`src/rtl/stall_ctrl_pkg.sv`:
```
// Shared stall bus definitions: bus width, per-bit Stop/NoStop levels, the
// three source patterns and the multi-cycle sequencer states.
package stall_ctrl_pkg;

    localparam int STALL_W = 6;

    typedef logic [STALL_W-1:0] stall_bus_t;

    localparam logic STOP    = 1'b1;
    localparam logic NO_STOP = 1'b0;

    // Every pattern is a contiguous run of Stop starting at the PC bit.
    localparam stall_bus_t LU_PAT = 6'b000111;
    localparam stall_bus_t MC_PAT = 6'b001111;
    localparam stall_bus_t MW_PAT = 6'b011111;

    typedef enum logic {
        ST_RUN = 1'b0,
        ST_MC  = 1'b1
    } mc_state_t;

endpackage

```
`src/rtl/stall_ctrl_mc_counter.sv`:
```
// Multi-cycle occupancy countdown: loads len-1, decrements while enabled.
// Latency: last is combinational from the count register.
// Backpressure: none; the count runs regardless of other stall sources.
module stall_ctrl_mc_counter #(
    parameter int MC_LEN_W = 6
) (
    input  logic                clk,
    input  logic                rst,
    input  logic                load,
    input  logic [MC_LEN_W-1:0] len,
    input  logic                dec,
    output logic                last
);

    logic [MC_LEN_W-1:0] cnt;

    always_ff @(posedge clk) begin
        if (rst) begin
            cnt <= '0;
        end else if (load) begin
            cnt <= len - MC_LEN_W'(1);
        end else if (dec && cnt != '0) begin
            cnt <= cnt - MC_LEN_W'(1);
        end
    end

    assign last = (cnt == MC_LEN_W'(1));

endmodule

```
`src/rtl/stall_ctrl.sv`:
```
// Merges load-use, multi-cycle and memory-wait stall requests into the stall bus.
// Latency: stall is combinational (zero cycles); mc_busy/mc_done/counters registered.
// Backpressure: highest source wins (MW > MC > LU); the MC countdown never pauses.
module stall_ctrl
    import stall_ctrl_pkg::*;
#(
    parameter int MC_LEN_W = 6,
    parameter int CNT_W    = 32
) (
    input  logic                clk,
    input  logic                rst,
    input  logic                stallreq_id,
    input  logic                ex_mc_start,
    input  logic [MC_LEN_W-1:0] ex_mc_len,
    input  logic                stallreq_mem,
    output stall_bus_t          stall,
    output logic                mc_busy,
    output logic                mc_done,
    output logic [CNT_W-1:0]    stall_cycles,
    output logic [CNT_W-1:0]    loaduse_cnt
);

    mc_state_t state, state_nxt;
    logic      mc_load;
    logic      mc_last;
    logic      mc_act;
    logic      mc_done_nxt;
    logic      lu_win;

    stall_ctrl_mc_counter #(
        .MC_LEN_W (MC_LEN_W)
    ) u_mc_counter (
        .clk  (clk),
        .rst  (rst),
        .load (mc_load),
        .len  (ex_mc_len),
        .dec  (state == ST_MC),
        .last (mc_last)
    );

    always_comb begin
        state_nxt   = state;
        mc_load     = 1'b0;
        mc_act      = 1'b0;
        mc_done_nxt = 1'b0;
        case (state)
            ST_RUN: begin
                // len 0/1 never stalls; len 1 still completes next cycle
                if (ex_mc_start) begin
                    if (ex_mc_len >= MC_LEN_W'(2)) begin
                        mc_load   = 1'b1;
                        mc_act    = 1'b1;
                        state_nxt = ST_MC;
                    end else if (ex_mc_len == MC_LEN_W'(1)) begin
                        mc_done_nxt = 1'b1;
                    end
                end
            end
            ST_MC: begin
                mc_act = 1'b1;
                if (mc_last) begin
                    state_nxt   = ST_RUN;
                    mc_done_nxt = 1'b1;
                end
            end
            default: state_nxt = ST_RUN;
        endcase
    end

    always_comb begin
        stall  = '0;
        lu_win = 1'b0;
        if (stallreq_mem) begin
            stall = MW_PAT;
        end else if (mc_act) begin
            stall = MC_PAT;
        end else if (stallreq_id) begin
            stall  = LU_PAT;
            lu_win = 1'b1;
        end
    end

    always_ff @(posedge clk) begin
        if (rst) begin
            state        <= ST_RUN;
            mc_done      <= 1'b0;
            stall_cycles <= '0;
            loaduse_cnt  <= '0;
        end else begin
            state   <= state_nxt;
            mc_done <= mc_done_nxt;
            if (stall[0] == STOP) begin
                stall_cycles <= stall_cycles + CNT_W'(1);
            end
            if (lu_win) begin
                loaduse_cnt <= loaduse_cnt + CNT_W'(1);
            end
        end
    end

    assign mc_busy = (state == ST_MC);

endmodule

```
`config.mk`:
```
export PLATFORM = sky130hd
export DESIGN_NAME = stall_ctrl
export DESIGN_NICKNAME = d
export VERILOG_FILES = /design/src/rtl/stall_ctrl_pkg.sv /design/src/rtl/stall_ctrl_mc_counter.sv /design/src/rtl/stall_ctrl.sv
export SDC_FILE = /design/constraint.sdc
export NUM_CORES = 1
export LEC_CHECK = 0
export ABC_AREA = 1
export CAP_MARGIN = 40
export CORE_ASPECT_RATIO = 1.25
export CORE_MARGIN = 2
export CORE_UTILIZATION = 45
export DETAILED_ROUTE_END_ITERATION = 7
export PLACE_DENSITY = 0.7
export SLEW_MARGIN = 10
export SYNTH_ARGS = -nofsm -noshare
export SYNTH_HDL_FRONTEND = slang
export SYNTH_SLANG_ARGS = --single-unit
```
`constraint.sdc`:
```
create_clock -name clk -period 3.1 [get_ports clk]
set_input_delay 0.31 -clock clk [delete_from_list [all_inputs] [get_ports clk]]
set_output_delay 0.31 -clock clk [all_outputs]
set_load 0.01 [all_outputs]
```
==> results.json, run 1 <==
{
  "power_mw": 2.21,
  "drcViolationCount": 0,
  "worst_slack_ns": 0.673,
  "ys_ff_latch": 72,
  "firstDrtPassIters": 4,
  "final_common_cell": "nand2_1",
  "vias": 4850,
  "detail-route-antenna-nets": 0,
  "busiest_layer": "met2",
  "path_max_fanout": 5,
  "cts_hold_buf": 0,
  "post-place-ws_ns": 0.570,
  "fin_nets": 839,
  "clkSinkCount": 72,
  "die_h_microns": 117,
  "fp-row-count": 41,
  "grt_max_degree": 33,
  "fp.dieW_microns": 94.0,
  "syn_inst": 744,
  "synthSimpleGateAreaFrac": 0.470,
  "ys_seq_area_frac": 0.316,
  "cp.arrival_ns": 2.12,
  "critPathCaptureType": "output pin",
  "io-pin-count": 83,
  "synth_area_per_cell_sq_um": 6.13,
  "seqCellArea_sq_um": 1440,
  "multi_input_area_sq_um": 2700,
  "ir_drop_v": 0.000280,
  "synth_mux_area_frac": 0,
  "grt_use_total": 0.231,
  "ff2ff_setup_slack_ns": 1.28,
  "startpoint_type": "input port",
  "grt_util_met3": 0.0206,
  "gr-usage-met1": 0.273,
  "criticalPathCategory": "input port to output pin",
  "worstSetupStartpoint": "ex_mc_len[0]",
  "grt_pass1_wl_mm": 20.4,
  "dp.final_hpwl_mm": 8.97,
  "cts_tree": "yes",
  "hold_slack_ns": 0.470,
  "hold_viol_final": 0,
  "synth_nets": 763,
  "path_clk_slew_ns": 0.05,
  "synth_ff_type": "dfxtp_1",
  "syn_to_final_growth_pct": 25.6,
  "nFillCells": 999,
  "yosys.area_share.adder": 0.0220,
  "antenna_found_initial": 0,
  "clk_latency_ns": 0.34,
  "ctsRootBufferMaster": "clkbuf_16",
  "fin_setup_tns_ns": 0,
  "most-common-layout-cells": "246 x nand2_1, 122 x nor2_1, 81 x clkdlybuf4s50_1",
  "fin_util": 0.572,
  "power_leakage_nw": 2.08,
  "coreArea_sq_um": 10000,
  "vias_per_cell": 5.09,
  "synth_top_family_by_area": "simple AND/OR/NAND/NOR gates",
  "ctsLongestPathBuffers": 2,
  "max_cap_violations": 0,
  "grt_pass1_vias": 4580,
  "rr_startpoint": "stall_cycles[0]$_SDFFE_PP0P_",
  "drt_iter0_drc": 179,
  "initial_core_util": 0.456,
  "ys_types": 35,
  "finalCritPeriodShare": 0.783,
  "synth_area_sq_um": 4560,
  "cts-resized-gates": 0,
  "portBuffers": 81,
  "synth-compound-area-share": 0.0796,
  "status": "complete, no violations",
  "rsz0062_at_grt": "false",
  "finalSetupViolCount": 0,
  "post_cts_buffers": 0,
  "synth-xor-area-share": 0.0192,
  "async_reset_ff_frac": 0,
  "wl_per_cell_microns": 12.7,
  "hp-class": "flip-flop to flip-flop",
  "detail_route.wirelength_mm": 12.1,
  "holdCritStartpoint": "u_mc_counter.cnt[4]$_SDFFE_PP0P_",
  "max_clock_freq_mhz": 412,
  "cp_data_required_time_ns": 2.79,
  "grt_overflow": 0,
  "layout-drive-gt1-share": 0.0777,
  "use_met2": 0.429,
  "yosysWarnings": 0,
  "powerDensity_nw_per_um2": 386,
  "antenna_cells": 0,
  "synth_edf_count": 0,
  "cts_max_level": 3,
  "globalplace.congestion": 0.879,
  "dieArea_sq_um": 11000,
  "cts_buffers": 9,
  "final_max_slew_viol_count": 0,
  "final.min_clock_period_ns": 2.43,
  "fin_skew_ns": 0.00778
}
cells by family after synthesis:
| family | Yosys count |
|---|---|
| xor+xnor | 10 |
| simple gates | 485 |
| flops | 72 |
| fa+ha+maj | 8 |
| compound gates | 71 |
| other cells | 1 |
| buf+inv | 97 |
cell type report:
cell class              count  area share
flip-flops and latches     72       0.252
repair buffers             86       0.148
clock inverters             4     0.00787
well taps                 129      0.0282
multi-input cells         575       0.471
clock buffers              11      0.0424
inverters                  76      0.0503
final timing paths:
path         cells past startpoint                                to
max                              8                          stall[2]
min                              2  u_mc_counter.cnt[4]$_SDFFE_PP0P_
max reg2reg                      8     stall_cycles[14]$_SDFFE_PP0P_
min reg2reg                      2  u_mc_counter.cnt[4]$_SDFFE_PP0P_
worst max-delay path, cell delays in order:
cell             delay [ns]
clkdlybuf4s50_1        0.49
inv_1                  0.10
ha_1                   0.20
nor2_1                 0.11
nand3_2                0.12
nand2_2                0.12
nand3_2                0.12
clkdlybuf4s50_1        0.54
Yosys cell counts (2+ instances only):
master / count / area share
a21oi_1: 49 / 0.054
a31oi_1: 4 / 0.0055
and3_1: 3 / 0.0041
buf_1: 2 / 0.0016
buf_2: 3 / 0.0033
buf_4: 7 / 0.012
buf_6: 3 / 0.0074
clkbuf_1: 6 / 0.0049
dfxtp_1: 72 / 0.32
ha_1: 8 / 0.022
inv_1: 70 / 0.058
inv_2: 5 / 0.0041
nand2_1: 246 / 0.20
nand2_2: 7 / 0.0096
nand3_1: 53 / 0.058
nand3_2: 6 / 0.013
nand3b_1: 3 / 0.0049
nand4_1: 12 / 0.016
nor2_1: 122 / 0.10
nor2_2: 12 / 0.016
nor2_4: 9 / 0.022
nor3_1: 6 / 0.0066
o21ai_0: 6 / 0.0066
o21ai_1: 11 / 0.012
xnor2_1: 5 / 0.0096
xor2_1: 5 / 0.0096
per-stage QoR:
step                instances  instance area (sq um)
finish                    953                   5730
global route              953                   5730
CTS                       953                   5730
detailed placement        938                   5440
global placement          938                   5440
floorplan                 744                   4560
report_power, final:
part | switching, mW | internal, mW
Sequential | 0.0180 | 0.946
Clock | 0.381 | 0.636
Combinational | 0.142 | 0.0880
Total | 0.541 | 1.67
sequential cells by signal, indices dropped and copies added, names as in the netlist:
| name | count |
|---|---|
| mc_busy | 1 |
| stall_cycles | 32 |
| mc_done | 1 |
| loaduse_cnt | 32 |
| u_mc_counter.cnt | 6 |
per-layer routing:
metal / vias up / wire length [microns]
met5: - / 0
li1: 2500 / -
met1: 2230 / 5160
met4: 0 / 225
met2: 104 / 6320
met3: 16 / 384
Note: power is estimated with default switching activity, not from simulation.
==> run 2, diff against run 1 <==
==> constraint.sdc (replaced) <==
create_clock -name clk -period 2.3 [get_ports clk]
set_input_delay 0.23 -clock clk [delete_from_list [all_inputs] [get_ports clk]]
set_output_delay 0.23 -clock clk [all_outputs]
set_load 0.01 [all_outputs]
==> results.json, run 2 (synthesized netlist as in run 1, its figures left out) <==
{
  "die_h_microns": 117,
  "clkSinkCount": 72,
  "vias": 4939,
  "portBuffers": 81,
  "grt_pass1_vias": 4651,
  "ctsRootBufferMaster": "clkbuf_16",
  "antenna_cells": 0,
  "hp-class": "flip-flop to flip-flop",
  "worst_slack_ns": 0.190,
  "final.min_clock_period_ns": 2.11,
  "detail-route-antenna-nets": 0,
  "cts_hold_buf": 0,
  "fin_util": 0.578,
  "multi_input_area_sq_um": 2700,
  "seq_power_share": 0.439,
  "grt_max_degree": 33,
  "worst_slew_pin_slew_ns": 0.607,
  "powerDensity_nw_per_um2": 511,
  "vias_per_cell": 5.14,
  "status": "complete, no violations",
  "ctsLongestPathBuffers": 2,
  "cp_data_required_time_ns": 2.07,
  "final_max_slew_viol_count": 0,
  "initial_core_util": 0.456,
  "fin_nets": 846,
  "max_cap_violations": 0,
  "firstDrtPassIters": 6,
  "seqCellArea_sq_um": 1440,
  "swShare": 0.251,
  "hold_viol_final": 0,
  "slowest_stage": "clkdlybuf4s50_1",
  "grt_overflow": 0,
  "critPathCaptureType": "output pin",
  "intPower_mw": 2.21,
  "cp_cell_sequence": "clkdlybuf4s50_1 -> inv_1 -> ha_1 -> nor2_1 -> nand3_2 -> nand2_2 -> nand2_1 -> clkdlybuf4s50_1",
  "grt_use_total": 0.232,
  "drt_iter0_drc": 213,
  "layout-drive-gt1-share": 0.0865,
  "coreArea_sq_um": 10000,
  "detail_route.wirelength_mm": 12.2,
  "combinationalPowerShare": 0.107,
  "cpMostUsedCell": "clkdlybuf4s50_1",
  "final_common_cell": "nand2_1",
  "wl_per_cell_microns": 12.7,
  "fp.dieW_microns": 94.0,
  "fin_skew_ns": 0.00833,
  "power_leakage_nw": 2.12,
  "reg.largest.list": "loaduse_cnt (32), stall_cycles (32), u_mc_counter.cnt (6)",
  "startpoint_type": "input port",
  "ir_drop_v": 0.000384,
  "rsz0062_at_grt": "false",
  "path_max_fanout": 3,
  "globalplace.congestion": 0.902,
  "grt_pass1_wl_mm": 20.5,
  "cts_max_level": 3,
  "antenna_found_initial": 0,
  "cp.arrival_ns": 1.88,
  "slew_headroom": 0.595,
  "nFillCells": 991,
  "drcViolationCount": 0,
  "clkPwrFrac": 0.453,
  "hold_slack_ns": 0.471,
  "post-place-ws_ns": -0.0985,
  "clk_latency_ns": 0.34,
  "finalCritPeriodShare": 0.917,
  "cts_buffers": 9,
  "p_switching_mw": 0.743,
  "syn_to_final_growth_pct": 26.8,
  "cts_tree": "yes",
  "finalSetupViolCount": 0,
  "fp-row-count": 41,
  "dp.final_hpwl_mm": 9.09,
  "path_clk_slew_ns": 0.05,
  "max_stage_delay_ns": 0.49,
  "dieArea_sq_um": 11000,
  "criticalPathCategory": "input port to output pin",
  "max_clock_freq_mhz": 474,
  "most-common-layout-cells": "246 x nand2_1, 122 x nor2_1, 78 x clkdlybuf4s50_1",
  "io-pin-count": 83
}
run 2: cell count changes in the layout (fill, tap and decap cells not counted):
cell	before	now
buf_4	5	12
clkbuf_8	1	3
dlymetal6s2s_1	0	3
bufinv_16	1	0
clkdlybuf4s50_1	81	78
run 2: what timing repair did:
item / in CTS / in global routing
setup buffers: 0 / 0
setup endpoints to repair: 0 / 3
gates resized for setup: 0 / 3
run 2: layout make-up:
type,instances,share of cell area
multi-input combinational,575,0.467
sequential,72,0.249
timing repair buffer,93,0.157
inverter,76,0.0498
clock buffer,13,0.0467
tap,129,0.0279
clock inverter,3,0.00260
run 2: final timing paths:
path,from,to,slack [ns],depth (start not counted)
max,ex_mc_len[0],stall[3],0.19,8
min,u_mc_counter.cnt[4]$_SDFFE_PP0P_,u_mc_counter.cnt[4]$_SDFFE_PP0P_,0.47,2
max reg2reg,stall_cycles[0]$_SDFFE_PP0P_,stall_cycles[22]$_SDFFE_PP0P_,0.54,9
min reg2reg,u_mc_counter.cnt[4]$_SDFFE_PP0P_,u_mc_counter.cnt[4]$_SDFFE_PP0P_,0.47,2
run 2: worst max-delay path, delay by kind of cell:
kind	cells	cell delay, ns
buffers and inverters	3	1.04
adder cells (fa/ha/maj)	1	0.20
AND/OR/NAND/NOR	4	0.42
run 2: power groups by stage:
stage	Combinational, mW	Clock (mW)	Sequential, mW
after floorplan	0.214	0	1.32
after global placement	0.306	0	1.33
after detailed placement	0.315	0	1.33
after CTS	0.318	1.35	1.30
after global routing	0.360	1.41	1.30
final	0.317	1.34	1.30
run 2: layer usage:
layer	vias up	track usage	share of wire
met3	28	0.0284	0.036
met2	127	0.429	0.51
met1	2277	0.263	0.43
met5	-	0	0
met4	0	0.111	0.028
li1	2507	-	-
run 2: through the flow:
stage | cell area, sq um | cells | power [mW] | TNS (ns)
4_1_cts | 5780 | 961 | 2.97 | 0
5_1_grt | 5780 | 961 | 3.07 | 0
3_3_place_gp | 5490 | 945 | 1.63 | -0.0268
6_report | 5780 | 961 | 2.96 | 0
3_5_place_dp | 5490 | 945 | 1.64 | -0.436
2_1_floorplan | 4560 | 744 | 1.54 | 0
==> run 3, diff against run 2 <==
--- a/config.mk
+++ b/config.mk
@@ -11,8 +11,9 @@
 export CORE_MARGIN = 2
 export CORE_UTILIZATION = 45
 export DETAILED_ROUTE_END_ITERATION = 7
+export GPL_ROUTABILITY_DRIVEN = 0
 export PLACE_DENSITY = 0.7
-export SLEW_MARGIN = 10
+export SLEW_MARGIN = 20
 export SYNTH_ARGS = -nofsm -noshare
 export SYNTH_HDL_FRONTEND = slang
 export SYNTH_SLANG_ARGS = --single-unit
==> results of run 3 <==
The final DEF is identical to that of run 2; final timing and power are the same.
